--- src/rtl/mul_shiftadd.sv ---
// Sequential unsigned shift-add multiply-accumulate: product = multiplicand * multiplier + addend.
// One load cycle, DATA_W shift-add cycles, then done holds while en stays high.
//
//   pc          | meaning
//   0           | idle / load operands on en=1
//   1..DATA_W   | iterate: conditional add of mcand into hi, shift {carry,hi,lo} right
//   DATA_W+1    | finish: done=1, acc held while en=1
module mul_shiftadd #(
  parameter int DATA_W = 32
) (
  input  logic                clk,
  input  logic                rst,
  input  logic                en,
  input  logic [DATA_W-1:0]   multiplicand,
  input  logic [DATA_W-1:0]   multiplier,
  input  logic [DATA_W-1:0]   addend,
  output logic                done,
  output logic [2*DATA_W-1:0] product
);

  localparam int PC_W = $clog2(DATA_W + 2) + 1;
  localparam logic [PC_W-1:0] PC_LAST = PC_W'(DATA_W);
  localparam logic [PC_W-1:0] PC_FIN  = PC_W'(DATA_W + 1);

  logic [2*DATA_W:0] acc_q, acc_d;
  logic [DATA_W-1:0] mcand_q, mcand_d;
  logic [PC_W-1:0]   pc_q, pc_d;
  logic              done_q, done_d;
  logic [DATA_W:0]   sum;

  always_comb begin
    acc_d   = acc_q;
    mcand_d = mcand_q;
    pc_d    = pc_q;
    done_d  = done_q;
    sum     = {1'b0, acc_q[2*DATA_W-1:DATA_W]} +
              (acc_q[0] ? {1'b0, mcand_q} : {(DATA_W+1){1'b0}});
    if (!en) begin
      acc_d  = '0;
      pc_d   = '0;
      done_d = 1'b0;
    end else if (pc_q == '0) begin
      mcand_d = multiplicand;
      acc_d   = {1'b0, addend, multiplier};
      pc_d    = PC_W'(1);
    end else if (pc_q <= PC_LAST) begin
      // Carry enters the top bit; the consumed multiplier bit falls off the bottom.
      acc_d = {sum, acc_q[DATA_W-1:0]} >> 1;
      pc_d  = pc_q + PC_W'(1);
    end else begin
      pc_d   = PC_FIN;
      done_d = 1'b1;
    end
  end

  always_ff @(posedge clk) begin
    if (!rst) begin
      acc_q   <= '0;
      mcand_q <= '0;
      pc_q    <= '0;
      done_q  <= 1'b0;
    end else begin
      acc_q   <= acc_d;
      mcand_q <= mcand_d;
      pc_q    <= pc_d;
      done_q  <= done_d;
    end
  end

  assign done    = done_q;
  assign product = acc_q[2*DATA_W-1:0];

endmodule

--- config.mk ---
export PLATFORM = sky130hd
export DESIGN_NAME = mul_shiftadd
export DESIGN_NICKNAME = d
export VERILOG_FILES = /design/src/rtl/mul_shiftadd.sv
export SDC_FILE = /design/constraint.sdc
export NUM_CORES = 1
export LEC_CHECK = 0
export ABC_CLOCK_PERIOD_IN_PS = 2850
export CORE_ASPECT_RATIO = 1.5
export CORE_MARGIN = 8
export CORE_UTILIZATION = 25
export CTS_CLUSTER_SIZE = 30
export DETAILED_ROUTE_END_ITERATION = 16
export DONT_BUFFER_PORTS = 1
export PLACE_DENSITY = 0.39
export SLEW_MARGIN = 20
export SYNTH_ARGS = -nofsm -noshare
export SYNTH_HDL_FRONTEND = slang
export SYNTH_SLANG_ARGS = --single-unit
--- constraint.sdc ---
create_clock -name clk -period 2.85 [get_ports clk]
set_input_delay 0.57 -clock clk [delete_from_list [all_inputs] [get_ports clk]]
set_output_delay 0.57 -clock clk [all_outputs]
set_load 0.02 [all_outputs]
# After elaboration in Yosys (flattened, before gate mapping)
# Index checks and enable logic that the tools add are counted.
[classes]
mux = 5
n_bitwise = 4
n_lt_le_gt_ge = 1
reduce_logical = 7
n_addsub = 2
[ops]
columns = ["operator", "n"]
rows = [
  ["$mux W64", 2],
  ["$add A32 B32 Y33", 1],
  ["$mux W32", 1],
  ["$add A7 B1 Y7 const B", 1],
  ["$le A7 B6 Y1 const B", 1],
  ["$logic_not A7 Y1", 1],
  ["$mux W6", 1],
  ["$reduce_and A2 Y1", 3],
  ["$not A1 Y1", 4],
  ["$reduce_or A4 Y1", 1],
  ["$reduce_or A3 Y1", 1],
  ["$reduce_bool A2 Y1", 1],
  ["$mux W1", 1],
]
[word_totals]
ff_bits = 104
inputBits = 99
wordCells = 25
out_inout_bits = 65

# Logic depth before layout (Yosys ltp)
[depth]
word_depth = 4
mapped_depth = 11
depth_no_buf = 10

# Least setup slack after synthesis
# Ideal clock, no wire load.
[synth_path]
path_kind = "flip-flop to flip-flop"
from = "register acc_q[0]"
to = "register acc_q[58]"
setup_ns = 0.133
t_arrival_ns = 2.582
path_buffers = 1
period_less_slack_ns = 2.714
path_stages_with_launch = 11
setup_slack_ns = 0.136
required_ns = 2.717
cell_sequence = "dfxtp_1 clkbuf_1 and2_1 ha_1 a21o_1 a31o_2 o211ai_1 a211oi_1 a311oi_1 xor2_1 a21oi_1"
[synth_via]
elab_chain_len = 4
[synth_lines]
columns = ["element", "line", "source"]
rows = [
  ["start: declaration", "25", "logic [2*DATA_W:0] acc_q, acc_d;"],
  ["start signal: assignment", "58", "acc_q <= '0;"],
  ["start signal: assignment", "63", "acc_q <= acc_d;"],
  ["$mux W32", "37", "(acc_q[0] ? {1'b0, mcand_q} : {(DATA_W+1){1'b0}});"],
  ["$add A32 B32 Y33", "36", "sum = {1'b0, acc_q[2*DATA_W-1:DATA_W]} +"],
  ["$mux W64", "46", "end else if (pc_q <= PC_LAST) begin"],
  ["$mux W64", "42", "end else if (pc_q == '0) begin"],
]
# No other way between the ends. The select of a mux whose other input is x is not followed.
# A chain may end at the register's enable or synchronous reset.

# Final worst setup path
[layout_path]
from = "register acc_q[0]"
to = "register acc_q[61]"
# Same word-level chain as after synthesis.

==> flow_metrics.py <==
metrics = {
    "global_route": {
        "overflow": 0,
        "grt_first_pass_wirelength_um": 36500,
        "antenna_found_initial": 0,
        "grt_max_degree": 76,
        "grt_pass1_vias": 6129,
        "grt_usage_pct": 15.3,
    },
    "cts": {
        "cts_root_buf": "clkbuf_16",
        "numCtsBuffers": 9,
        "clock_latency_ns": 0.36,
        "cts_tree": "yes",
        "cts_setup_buffers": 0,
        "holdBufCountCts": 0,
        "cts_sinks": 104,
        "path_clk_slew_ns": 0.08,
        "cts_buffer_depth": 2,
        "cts_max_level": 3,
    },
    "synth": {
        "synth-xor-area-share_pct": 3.36,
        "synthArstFlopShare_pct": 0,
        "synth_simple_gate_area_share_pct": 24.6,
        "synth_top_area_cell": "dfxtp_1",
        "synth_edf_count": 0,
        "synthesis.instances": 802,
        "synth.distinct_cells": 69,
        "synthAdderAreaFrac_pct": 7.12,
        "synth_area_leaders": "dfxtp_1, nand2_1, ha_1, a311oi_1, nor2_1",
        "postSynthAreaPerCell_um2": 7.80,
        "synth_top_family_by_area": "compound AO/OA/AOI/OAI gates",
        "syn-num-nets": 936,
        "synth_flop_cell": "dfxtp_1",
        "synth.cell_area_um2": 6250,
        "synth-compound-area-share_pct": 26.6,
        "synth_seq_area_share_pct": 33.3,
        "synth_top_area_share_pct": 33.3,
        "synth_mux_area_share_pct": 0.320,
        "synth.ff_latch_count": 104,
        "ys_warn_count": 0,
    },
    "worst_setup_path": {
        "timing.critical_path.buf_inv": 1,
        "cp_max_fo": 13,
        "worstSetupEndpointType": "register",
        "max_stage_delay_ns": 0.40,
        "critPathSlowestCell": "or4_1",
        "arrival_ns": 3.02,
        "cp-start-kind": "register",
        "critPathRequiredTime_ns": 3.15,
        "worstPathCellList": "and2_1 -> ha_1 -> nand2_1 -> nor2_1 -> nand3_1 -> o311ai_2 -> a31oi_1 -> buf_4 -> or4_1 -> nand3_1",
        "crit_family": "simple AND/OR/NAND/NOR gates",
        "crit_top_cell": "nand3_1",
        "criticalPathCategory": "register to register",
    },
    "die": {
        "num_rows": 71,
        "start_util_pct": 25.1,
        "fp.dieW_um": 145,
        "die_h_um": 210,
        "io-pin-count": 164,
        "fp.coreArea_um2": 24900,
        "design.die.area_um2": 30400,
    },
    "sta": {
        "period_minus_slack_ns": 2.72,
        "skew_ns": 0.00921,
        "finalCritPeriodShare_pct": 95.4,
        "fmax_mhz": 368,
        "worst_pin_slew_ns": 0.634,
        "hold_viol": 0,
        "slew-limit-headroom_pct": 57.8,
        "drv_slew": 0,
        "setup-violations-final": 0,
        "rsz0062_at_grt": "true",
        "setup_tns_ns": 0,
    },
    "cells_and_area": {
        "syn2layout_area_growth_pct": 18.2,
        "drive_above_1_share_pct": 13.6,
        "n_antenna_cell": 0,
        "finalNetCount": 961,
    },
    "outcome": {
        "status": "complete, no violations",
    },
    "detailed_routing": {
        "post_drt_wl_per_cell_um": 20.4,
        "drt_iter0_drc": 311,
        "drc_errors": 0,
        "drt-vias-per-instance": 5.09,
        "final_antenna_net_count": 0,
        "wl_um": 23600,
        "vias": 5908,
        "firstDrtPassIters": 5,
    },
    "placed_design": {
        "place_hpwl_um": 18300,
        "io_buffers": 0,
        "routabilityCongestion": 0.857,
    },
    "min_path": {
        "hp-class": "input port to register",
    },
    "power_and_ir_drop": {
        "power.density_nw_per_um2": 462,
        "total_power_w": 0.00341,
        "leakage_nw": 2.95,
        "ir_worst_vdd_mv": 0.291,
    },
    "flow_run": {
        "max-cap-violations": 0,
    },
}
[worst paths after layout]
path	slack, ns	startpoint	end	depth (start not counted)
worst max-delay path	0.13	acc_q[0]	acc_q[61]	10
worst min-delay path	0.34	multiplicand[18]	mcand_q[18]	2
worst max register to register	0.13	acc_q[0]	acc_q[61]	10
worst min register to register	0.46	mcand_q[20]	mcand_q[20]	2
[synth_stat cells, types with 3 or more instances]
library cell	n
nand2b_1	5
a21boi_0	32
buf_4	3
and4_1	3
nor4_1	3
clkbuf_1	37
or3_1	3
o21bai_1	5
nand3_1	17
buf_1	4
nand2_1	173
o221ai_1	7
a21o_1	17
ha_1	34
xnor2_1	11
o21a_1	4
o22ai_1	10
nand4_1	9
buf_2	14
nor2_1	68
a311oi_1	38
o21ai_0	16
nor3_1	5
dfxtp_1	104
and3_1	7
a31oi_1	5
xor2_1	13
a21oi_1	45
inv_1	9
and2_1	34
a22oi_1	13
[placed cells by master (no fill, tap or decap), drive strengths merged, types with 3 or more instances in the layout]
| cell | Yosys | routed |
|---|---|---|
| nor4 | 3 | 3 |
| o211ai | 3 | 3 |
| and4 | 3 | 3 |
| nor3 | 6 | 6 |
| nand2b | 5 | 5 |
| clkbuf | 39 | 10 |
| buf | 21 | 74 |
| o22ai | 10 | 10 |
| or3 | 3 | 3 |
| o21bai | 5 | 5 |
| a311oi | 38 | 38 |
| nand2 | 175 | 175 |
| inv | 9 | 10 |
| nor2 | 69 | 69 |
| a21boi | 34 | 34 |
| dfxtp | 104 | 104 |
| nand4 | 9 | 9 |
| a31oi | 5 | 5 |
| xnor2 | 11 | 11 |
| o21ai | 18 | 18 |
| ha | 34 | 34 |
| a22oi | 13 | 13 |
| a21oi | 46 | 46 |
| a21o | 17 | 17 |
| o21a | 4 | 4 |
| and2 | 35 | 35 |
| and3 | 7 | 7 |
| xor2 | 13 | 13 |
| o221ai | 7 | 7 |
| nand3 | 17 | 17 |
[routing by layer]
layer	GRT usage [%]	vias up	routed length, um	part of all wire [%]
met5	0	-	0	0
met2	28.2	145	12400	52
met4	4.83	0	375	1.6
li1	-	2912	-	-
met1	16.9	2831	9440	40
met3	3.75	20	1430	6.1
[final cells by class]
| type | count | area (um2) |
|---|---|---|
| sequential | 104 | 2090 |
| clock inverter | 6 | 92.6 |
| inverter | 9 | 33.8 |
| multi-input combinational | 629 | 3950 |
| timing repair buffer | 74 | 593 |
| tap | 328 | 410 |
| fill | 2730 | 17500 |
| clock buffer | 10 | 229 |
[stage by stage]
step | utilization (%) | setup slack [ns] | std cells | area (um2) | hold slack [ns]
after floorplan | - | 0.136 | 802 | 6250 | 0.430
after global placement | 28.2 | -0.104 | 1144 | 7010 | 0.447
after detailed placement | 28.2 | -0.105 | 1144 | 7010 | 0.449
after CTS | 29.6 | 0.0797 | 1160 | 7360 | 0.326
after global routing | 29.7 | -0.0473 | 1160 | 7390 | 0.335
final | 29.7 | 0.132 | 1160 | 7390 | 0.344
[repair_timing]
item,CTS,global route
cloned,0,0
endpoints found under the hold margin,0,0
resized for setup,5,9
pin swaps,0,2
endpoints found under the setup margin,6,11
[cell families after synthesis]
logic type	count (synthesis)
AND/OR/NAND/NOR	341
AO/OA/AOI/OAI	226
flip-flops	104
buffers and inverters	69
adder cells (fa/ha/maj)	35
XOR/XNOR	24
multiplexers	2
other	1
[state kept, by name (all words and copies together) (netlist names)]
name	cells
acc_q	64
mcand_q	32
pc_q	7
done	1
[power by group]
part,internal (W),total (W),switching [W]
sequential,0.00151,0.00160,0.0000849
clock,0.000777,0.00139,0.000615
combinational,0.000155,0.000428,0.000273
Note: power is estimated with default switching activity, not from simulation.
